==> src/rtl/mult_parity_responder.sv <==
// mult_parity_responder: parity-checked 16x16 signed multiplier responder with fixed-latency req/ack handshake
module mult_parity_responder #(
  parameter int MULT_LATENCY = 3
) (
  input  logic        clk,
  input  logic        rst,
  input  logic [15:0] arg_a,
  input  logic        arg_a_parity,
  input  logic [15:0] arg_b,
  input  logic        arg_b_parity,
  input  logic        req,
  output logic        ack,
  output logic [31:0] result,
  output logic        result_parity,
  output logic        result_rdy,
  output logic        arg_parity_error
);
  typedef enum logic [1:0] {IDLE, BUSY, DONE} state_t;
  state_t state_q, state_d;
  logic [3:0] cnt_q, cnt_d;
  logic [15:0] a_q, a_d, b_q, b_d;
  logic ap_q, ap_d, bp_q, bp_d;
  logic ack_q, ack_d, rdy_q, rdy_d, rpar_q, rpar_d, perr_q, perr_d;
  logic [31:0] res_q, res_d, prod, res_new;
  logic err, capture;
  assign err = (ap_q != ^a_q) | (bp_q != ^b_q);
  assign prod = $signed({{16{a_q[15]}}, a_q}) * $signed({{16{b_q[15]}}, b_q});
  assign res_new = err ? 32'd0 : prod;
  // DONE returns to IDLE on its closing edge, so that edge may already take the next request
  assign capture = req && (state_q == IDLE || state_q == DONE);
  always_comb begin
    state_d = state_q;
    cnt_d = cnt_q;
    a_d = a_q;
    b_d = b_q;
    ap_d = ap_q;
    bp_d = bp_q;
    ack_d = 1'b0;
    rdy_d = 1'b0;
    res_d = res_q;
    rpar_d = rpar_q;
    perr_d = perr_q;
    if (capture) begin
      a_d = arg_a;
      b_d = arg_b;
      ap_d = arg_a_parity;
      bp_d = arg_b_parity;
      ack_d = 1'b1;
      cnt_d = 4'(MULT_LATENCY - 1);
      state_d = BUSY;
    end else if (state_q == DONE) begin
      state_d = IDLE;
    end else if (state_q == BUSY) begin
      cnt_d = cnt_q == 4'd0 ? cnt_q : cnt_q - 4'd1;
      if (cnt_q == 4'd0) begin
        state_d = DONE;
        rdy_d = 1'b1;
        res_d = res_new;
        rpar_d = ^res_new;
        perr_d = err;
      end
    end
  end
  always_ff @(posedge clk) begin
    if (rst) begin
      state_q <= IDLE;
      cnt_q <= '0;
      a_q <= '0;
      b_q <= '0;
      ap_q <= 1'b0;
      bp_q <= 1'b0;
      ack_q <= 1'b0;
      rdy_q <= 1'b0;
      res_q <= '0;
      rpar_q <= 1'b0;
      perr_q <= 1'b0;
    end else begin
      state_q <= state_d;
      cnt_q <= cnt_d;
      a_q <= a_d;
      b_q <= b_d;
      ap_q <= ap_d;
      bp_q <= bp_d;
      ack_q <= ack_d;
      rdy_q <= rdy_d;
      res_q <= res_d;
      rpar_q <= rpar_d;
      perr_q <= perr_d;
    end
  end
  assign ack = ack_q;
  assign result_rdy = rdy_q;
  assign result = res_q;
  assign result_parity = rpar_q;
  assign arg_parity_error = perr_q;
endmodule

==> config.mk <==
export PLATFORM = sky130hd
export DESIGN_NAME = mult_parity_responder
export DESIGN_NICKNAME = d
export VERILOG_FILES = /design/src/rtl/mult_parity_responder.sv
export SDC_FILE = /design/constraint.sdc
export NUM_CORES = 1
export LEC_CHECK = 0
export ABC_AREA = 1
export CAP_MARGIN = 20
export CORE_MARGIN = 8
export CORE_UTILIZATION = 64
export CTS_CLUSTER_SIZE = 8
export DETAILED_ROUTE_END_ITERATION = 6
export PLACE_DENSITY = 0.88
export SLEW_MARGIN = 20
export SYNTH_ARGS = -nofsm -noshare
export SYNTH_HDL_FRONTEND = slang
export SYNTH_SLANG_ARGS = --single-unit
==> constraint.sdc <==
create_clock -name clk -period 6.8 [get_ports clk]
set_clock_uncertainty 0.05 [all_clocks]
set_input_delay 1.36 -clock clk [delete_from_list [all_inputs] [get_ports clk]]
set_output_delay 1.36 -clock clk [all_outputs]
set_load 0.01 [all_outputs]
==> summary.txt, run 1 <==
Run status
  – Status: finished, violations left
  – Failing checks: design-rule violations

Layout
  – Final #Nets: 2641
  – Area occupied by registers: 1560 um^2
  – Layout cells sized above 1: 7.46%
  – Non-Filler Instances: 2583
  – Antenna Diode Count: 0
  – Multi-input gate area: 11200 um^2
  – Layout fillers: 1882
  – P&R area growth vs syn: 10.2%

Synth
  – Post-synth cell types: 38
  – Most frequent cell after synthesis: nand2_1
  – Top cells by area, synth: fa_1 34%, nand2_1 18%, inv_1 14%, dfxtp_1 9.9%, ha_1 6.7%
  – Mapped Nets: 2590
  – Syn Area/Cell: 6.98 um^2
  – Synth Register Bits: 76
  – Asr flop ratio synth: 0%
  – Cells after Synth: 2208
  – Synth warn: 0
  – Post-synthesis cell area: 15400 um^2
  – Post-synth top area cell: fa_1
  – Register area share after synthesis: 9.87%
  – Top cells by count, synth: 755 x nand2_1, 588 x inv_1, 262 x fa_1, 85 x nand3_1, 83 x ha_1
  – Ys flop type: dfxtp_1
  – Number of flops mapped to enable cells by yosys: 0
  – Area share of the largest cell type after synthesis: 34.0%

Worst setup path
  – Setup crit end kind: register
  – Critical Path AT: 6.69 ns
  – Slowest cell on crit path: fa_1
  – Critical setup path kind: register to register
  – Buffers and inverters on the worst path: 6
  – Critical Path Source Type: register
  – Crit-path most repeated cell: nand2_1
  – R2r setup slk: 0.31 ns
  – Maximum net fanout on the critical path: 14
  – Critical Path RT: 7.00 ns
  – Max incr delay on CP: 0.57 ns
  – Crit path max-delay family: adder cells

Route
  – Routed vias: 13700
  – 1st-iter DRT viols: 1014
  – WL per Instance: 16.1 um
  – Total routed wirelength: 41.6 mm
  – Router iterations before antenna repair: 7
  – Avg Vias per Cell: 5.32
  – Drt drc: 4
  – Post-route ant nets: 0

STA
  – Endpoints failing setup: 0
  – Relative slew slack: 25.8%
  – Final period util: 95.4%
  – Fin crit period: 6.49 ns
  – Setup TNS Final: 0 ns
  – Fmax: 0.154 GHz
  – Hold Vio Cnt, Final: 0
  – Pins Over Slew Limit: 0
  – Tightest Pin Transition: 1.11 ns

Power
  – Seq pwr share: 20.7%
  – Max VDD drop: 0.127 mV
  – Sw power: 0.00117 W
  – P_leak: 10.1 nW
  – Clock Power Share: 25.4%
  – Switching share of power: 47.0%
  – Comb power frac: 53.8%
  – Int Pwr: 0.00132 W
  – Power Density: 146 nW/um^2

GRT
  – Vias in the first global route: 14300
  – GRT Util Overall: 30.0%
  – Initial antenna violation count: 0
  – Total grt overflow: 0
  – Pin count of the biggest net entering global routing: 36
  – First-pass GRT wire length: 69.7 mm

Flow run
  – Total of max-cap violations: 0

CTS
  – TritonCTS buffer count: 9
  – CTS H-tree depth: 3
  – Worst skew pair latency: 0.36 ns
  – CTS tree: built
  – Max clock buf depth: 2
  – Worst-path clk slew: 0.08 ns
  – Clock sink count: 76
  – Clk root buf: clkbuf_16
  – Hold_buf cts: 0

Floorplanning
  – Core area: 23500 um^2
  – Chip height: 171 um
  – Die width: 171 um
  – Initial core utilization: 65.5%
  – Die ar.: 29300 um^2
  – # rows: 56
  – Top Ports: 73

Place
  – Routability cong.: 0.933
  – DP Wirelength: 33.8 mm
  – DP Cell Count: 2566
  – I/O Buffers: 72

Min path
  – Worst hold path class: register to register
[timing repair]
action | CTS | global route
resized for setup | 3 | 78
setup endpoints to repair | 1 | 1
setup buffers | 0 | 1
pin swaps | 0 | 3
[metal layers]
metal | vias to the layer above | global-route usage, % | routed length, um
li1 | 6448 | - | -
met1 | 6589 | 35.6 | 15600
met2 | 566 | 51.7 | 20500
met3 | 144 | 5.23 | 3330
met4 | 0 | 15.3 | 2190
met5 | - | 0 | 0
[cells by family (layout without fill, tap and decap cells)]
| group | after synthesis | count (layout) | synth area share (%) |
|---|---|---|---|
| AND/OR/NAND/NOR | 987 | 987 | 26.1 |
| buffers and inverters | 684 | 740 | 18.2 |
| adder cells (fa/ha/maj) | 345 | 345 | 40.8 |
| AO/OA/AOI/OAI | 91 | 91 | 3.65 |
| flip-flops | 76 | 76 | 9.87 |
| XOR/XNOR | 25 | 25 | 1.42 |
[area by class of cell]
cell class / instances / area share, %
Clock inverter: 5 / 0.633
Sequential cell: 76 / 9.19
Multi-Input combinational cell: 1448 / 66.2
Timing Repair Buffer: 126 / 6.89
Inverter: 598 / 13.2
Tap cell: 319 / 2.35
Clock buffer: 11 / 1.49
[registers in the layout, indices dropped and copies added, names as in the netlist]
name              flops
arg_parity_error      1
ap_q                  1
ack                   1
result               32
bp_q                  1
cnt_q                 4
result_rdy            1
result_parity         1
b_q                  16
state_q               2
a_q                  16
[layout by cell type, fill, tap and decap left out, types with 3 or more instances in the layout]
cell / Yosys / routed
nand3_1: 85 / 83
nand2_1: 755 / 749
dfxtp_2: 0 / 14
o21ai_0: 41 / 41
buf_6: 24 / 3
nand2_2: 6 / 12
fa_2: 0 / 5
nand3_2: 4 / 6
xor2_1: 9 / 8
ha_4: 0 / 3
inv_1: 588 / 585
ha_2: 0 / 7
inv_2: 8 / 11
xnor2_1: 16 / 16
nand4_1: 30 / 30
bufinv_16: 0 / 3
nor3_1: 5 / 4
ha_1: 83 / 73
a21oi_1: 22 / 21
nand2_4: 3 / 3
buf_4: 13 / 48
nor2_2: 6 / 18
nor2_1: 79 / 64
nor2_4: 1 / 4
a21oi_2: 4 / 5
dfxtp_1: 76 / 56
nand3b_1: 8 / 8
clkbuf_16: 0 / 9
dfxtp_4: 0 / 6
a22o_1: 8 / 8
a32o_1: 10 / 10
fa_1: 262 / 257
clkdlybuf4s50_1: 0 / 72
[worst paths after layout]
kind	from	endpoint	cells past startpoint
hold reg to reg	result[6]	result[6]	2
setup reg to reg	a_q[14]	result_parity	35
setup / recovery	a_q[14]	result_parity	35
hold / removal	result[6]	result[6]	2
[worst min-delay path: cells and delay by family (launching register included)]
| kind | cells | cell delay (ns) |
|---|---|---|
| flops | 1 | 0.33 |
| simple gates | 1 | 0.05 |
| compound gates | 1 | 0.05 |
[power groups by stage]
stage / combinational, W / sequential [W] / clock (W)
after CTS: 0.00128 / 0.000512 / 0.000638
final: 0.00134 / 0.000516 / 0.000633
after global placement: 0.00123 / 0.000521 / 0
after floorplan: 0.000955 / 0.000493 / 0
after global routing: 0.00150 / 0.000519 / 0.000650
after detailed placement: 0.00127 / 0.000522 / 0
[stage by stage]
step / power, W / util [%] / hold WS [ns] / setup slack, ns / area [um^2]
2_1_floorplan: 0.00145 / - / 0.402 / 0.536 / 15400
3_3_place_gp: 0.00175 / 69.6 / 0.392 / 0.0193 / 16400
3_5_place_dp: 0.00179 / 69.6 / 0.399 / 0.0277 / 16400
4_1_cts: 0.00243 / 71.2 / 0.418 / 0.0155 / 16800
5_1_grt: 0.00266 / 72.2 / 0.442 / -0.0109 / 17000
6_report: 0.00249 / 72.2 / 0.411 / 0.315 / 17000
Note: power is estimated with default switching activity, not from simulation.
==> run 2: changes to the inputs <==
- CORE_UTILIZATION: 64 -> 65
- CTS_BUF_LIST: not set -> sky130_fd_sc_hd__clkbuf_4
- PLACE_DENSITY: 0.88 -> 0.89
==> summary.txt, run 2 (synthesis gave the netlist of run 1 again) <==
Power
  – Power Density: 130 nW/um^2
  – Max VDD drop: 0.122 mV
  – P_leak: 9.96 nW

Route
  – WL per Instance: 16.6 um
  – Router iterations before antenna repair: 5
  – Avg Vias per Cell: 5.40
  – Total routed wirelength: 43.0 mm
  – 1st-iter DRT viols: 1076
  – Routed vias: 14000
  – Drt drc: 0
  – Post-route ant nets: 0

Worst setup path
  – R2r setup slk: 0.29 ns
  – Setup crit end kind: register
  – Crit path max-delay family: adder cells
  – Critical Path AT: 6.92 ns
  – Critical setup path kind: register to register
  – Crit-path most repeated cell: nand2_1
  – RR Startpoint: b_q[2]
  – Buffers and inverters on the worst path: 8
  – Reg-to-Reg End: result_parity
  – Critical Path RT: 7.21 ns
  – Max incr delay on CP: 0.54 ns
  – Reg2Reg Depth: 33
  – Maximum net fanout on the critical path: 15
  – Critical Path Source Type: register
  – Slowest cell on crit path: fa_1

CTS
  – Worst-path clk slew: 0.18 ns
  – Max clock buf depth: 2
  – Clk root buf: clkbuf_4
  – CTS tree: built
  – TritonCTS buffer count: 9
  – Hold_buf cts: 0
  – Worst skew pair latency: 0.53 ns
  – CTS H-tree depth: 3
  – Clock sink count: 76

Layout
  – Layout fillers: 1870
  – Final #Nets: 2642
  – Multi-input gate area: 11200 um^2
  – Non-Filler Instances: 2585
  – Design area: 16800 um^2
  – Layout cells sized above 1: 7.42%
  – Commonest non-fill, non-tap cell in the layout: nand2_1
  – Max FFs per register: 32
  – Most frequent cells in the layout: 748 x nand2_1, 588 x inv_1, 257 x fa_1
  – Area occupied by registers: 1570 um^2
  – P&R area growth vs syn: 9.09%
  – Utilization after layout: 71.9%

Floorplanning
  – Chip height: 170 um
  – Top Ports: 73
  – Die ar.: 28900 um^2
  – Core area: 23400 um^2
  – Initial core utilization: 65.9%
  – # rows: 56
  – Die width: 170 um

STA
  – Fin crit period: 6.51 ns
  – Final period util: 95.7%
  – Hold WS: 0.427 ns
  – Hold Vio Cnt, Final: 0
  – Endpoints failing setup: 0
  – Fmax: 0.154 GHz
  – Relative slew slack: 36.3%
  – Tightest Pin Transition: 0.953 ns
  – Pins Over Slew Limit: 0

Min path
  – Worst Hold End: result_parity
  – Min-Delay Startpoint: result_parity
  – Worst hold path class: register to register
  – Hold Crit Depth: 2

GRT
  – GRT Util Overall: 31.1%
  – Pin count of the biggest net entering global routing: 36
  – Vias in the first global route: 14600
  – Total grt overflow: 0
  – Initial antenna violation count: 1
  – First-pass GRT wire length: 71.6 mm

Flow run
  – Total of max-cap violations: 0

Place
  – I/O Buffers: 72
  – Routability cong.: 0.955
  – DP Wirelength: 35.1 mm
  – DP Area: 16400 um^2
  – DP Cell Count: 2565

Run status
  – Status: completed
## run 2: how the worst max path moves through the flow
stage	slack, ns	startpoint	cells past startpoint	to
after detailed placement	0.08	b_q[7]	37	result_parity
after global placement	0.19	b_q[7]	37	result_parity
after floorplan	0.54	a_q[15]	34	result_parity
after global routing	-0.07	a_q[13]	34	result_parity
after CTS	0.05	b_q[7]	37	result_parity
final	0.29	b_q[2]	33	result_parity
## run 2: metrics by stage
| step | worst slack [ns] | power, W | setup TNS (ns) |
|---|---|---|---|
| 2_1_floorplan | 0.536 | 0.00145 | 0 |
| 3_3_place_gp | 0.185 | 0.00175 | 0 |
| 3_5_place_dp | 0.0830 | 0.00180 | 0 |
| 5_1_grt | -0.0679 | 0.00235 | -0.0679 |
| 4_1_cts | 0.0465 | 0.00212 | 0 |
| 6_report | 0.295 | 0.00219 | 0 |
## run 2: power by group
group          switching [W]  internal (W)  total (W)
Sequential         0.0000429      0.000470   0.000513
Clock               0.000237     0.0000813   0.000319
Combinational       0.000887      0.000468    0.00135
## run 2: worst reg2reg max path, delay by kind of cell (launching register included)
kind | cells | cell delay [ns]
fa+ha+maj | 7 | 3.42
simple gates | 17 | 1.54
buf+inv | 8 | 0.67
flops | 1 | 0.45
xor+xnor | 1 | 0.35
## run 2: final cells by class
type | instances | area share [%]
diodes | 1 | 0.0149
clock buffers | 10 | 0.446
clock inverters | 6 | 0.283
inverters | 598 | 13.4
multi-input cells | 1448 | 66.9
flip-flops and latches | 76 | 9.35
well taps | 319 | 2.37
repair buffers | 127 | 7.27
## run 2: repair_timing
item | in CTS | in global routing
endpoints found under the setup margin | 0 | 1
setup buffers | 0 | 3
resized for setup | 0 | 84
## run 2: metal layers
| layer | global-route usage (%) | wire length (um) | up-vias |
|---|---|---|---|
| li1 | - | - | 6451 |
| met1 | 36.9 | 16400 | 6657 |
| met2 | 52.9 | 20700 | 669 |
| met3 | 5.68 | 3530 | 176 |
| met4 | 17.4 | 2410 | 0 |
| met5 | 0 | 0 | - |
==> run 3: changes to the inputs <==
- CAP_MARGIN: 20 -> 10
- CORE_ASPECT_RATIO: not set -> 2
- CORE_MARGIN: 8 -> 5
==> summary.txt, run 3 (synthesis gave the netlist of run 1 again) <==
Floorplanning
  – Core area: 23300 um^2
  – Initial core utilization: 66.1%
  – # rows: 79
  – Top Ports: 73
  – Die width: 119 um
  – Chip height: 228 um
  – Die ar.: 27100 um^2

GRT
  – Initial antenna violation count: 2
  – Total grt overflow: 0
  – GRT Util Overall: 33.3%
  – Vias in the first global route: 14700
  – First-pass GRT wire length: 71.1 mm
  – Pin count of the biggest net entering global routing: 36

STA
  – Fmax: 0.154 GHz
  – Pins Over Slew Limit: 0
  – Final period util: 95.7%
  – Relative slew slack: 43.2%
  – Fin crit period: 6.51 ns
  – Endpoints failing setup: 0
  – Hold Vio Cnt, Final: 0
  – Hold WS: 0.428 ns
  – Tightest Pin Transition: 0.851 ns

Worst setup path
  – Critical Path RT: 7.13 ns
  – Setup crit end kind: register
  – Max incr delay on CP: 0.54 ns
  – Maximum net fanout on the critical path: 6
  – Crit-path most repeated cell: nand2_1
  – Critical Path AT: 6.84 ns
  – Critical setup path kind: register to register
  – Slowest cell on crit path: fa_1
  – Critical Path Source Type: register

Power
  – Max VDD drop: 0.149 mV
  – Power Density: 133 nW/um^2
  – P_leak: 10.2 nW
  – Power Total: 0.00227 W

CTS
  – Worst skew pair latency: 0.50 ns
  – Worst-path clk slew: 0.15 ns
  – Clock sink count: 76
  – CTS H-tree depth: 3
  – TritonCTS buffer count: 9
  – Hold_buf cts: 0
  – CTS tree: built
  – Max clock buf depth: 2
  – Clk root buf: clkbuf_4

Route
  – Post-route ant nets: 0
  – WL per Instance: 17.2 um
  – Avg Vias per Cell: 5.48
  – 1st-iter DRT viols: 902
  – Drt drc: 0
  – Total routed wirelength: 44.5 mm
  – Router iterations before antenna repair: 6
  – Routed vias: 14100

Place
  – Routability cong.: 0.993
  – DP Wirelength: 37.0 mm
  – I/O Buffers: 72
  – DP Cell Count: 2559

Layout
  – Max FFs per register: 32
  – Commonest non-fill, non-tap cell in the layout: nand2_1
  – Most frequent cells in the layout: 752 x nand2_1, 587 x inv_1, 258 x fa_1
  – Final #Nets: 2674
  – Layout cells sized above 1: 8.01%
  – P&R area growth vs syn: 10.8%
  – Non-Filler Instances: 2582

Min path
  – Worst hold path class: register to register

Run status
  – Status: completed

Flow run
  – Total of max-cap violations: 0
## run 3: cell types whose count changed in the layout (fill, tap and decap cells not counted), sizes merged
cell	delta
clkinv	+3
buf	+32
diode	+1
bufinv	+3
clkbuf	-1
clkinvlp	-3
inv	-2
## run 3: metrics by stage
step / utilization [%] / worst slack [ns] / setup TNS, ns / instance area (um^2)
floorplan: - / 0.536 / 0 / 15400
global placement: 71.2 / 0.136 / 0 / 16600
detailed placement: 71.2 / -0.0267 / -0.0267 / 16600
CTS: 72.0 / 0.00523 / 0 / 16800
global route: 73.2 / -0.103 / -0.103 / 17100
finish: 73.2 / 0.295 / 0 / 17100
## run 3: layout make-up
class / instances / area (um^2)
sequential: 76 / 1560
clock inverter: 7 / 115
clock buffer: 9 / 67.6
inverter: 598 / 2250
tap: 283 / 354
fill: 1815 / 6250
antenna: 2 / 5.00
timing repair buffer: 159 / 1470
multi-input combinational: 1448 / 11300
## run 3: critical path: cells and delay by family, from the launching register on
kind | cells | cell delay, ns
AND/OR/NAND/NOR | 21 | 1.77
adder cells (fa/ha/maj) | 7 | 3.37
buffers and inverters | 10 | 0.81
flip-flops | 1 | 0.37
## run 3: per-layer routing
layer	global-route usage [%]	up-vias	routed length, um
met5	0	-	0
met4	24.0	0	3890
met3	4.75	225	2790
met2	60.8	629	23400
met1	34.2	6759	14400
li1	-	6524	-
## run 3: worst paths after layout
check	from	slack, ns	end	cells after the start
worst max-delay path	b_q[4]	0.29	result_parity	38
worst min-delay path	result[15]	0.43	result[15]	2
worst max register to register	b_q[4]	0.29	result_parity	38
worst min register to register	result[15]	0.43	result[15]	2
## run 3: timing repair
| action | CTS | global route |
|---|---|---|
| pin swaps | 0 | 3 |
| setup endpoints to repair | 1 | 1 |
| resized for setup | 6 | 60 |
| setup buffers | 0 | 5 |
## run 3: report_power, final
group          leakage [nW]  total, W  switching, W  internal [W]
Sequential            0.627  0.000504     0.0000346      0.000470
Clock                0.0936  0.000369      0.000185      0.000184
Combinational          9.45   0.00140      0.000898      0.000498
Total                  10.2   0.00227       0.00112       0.00115
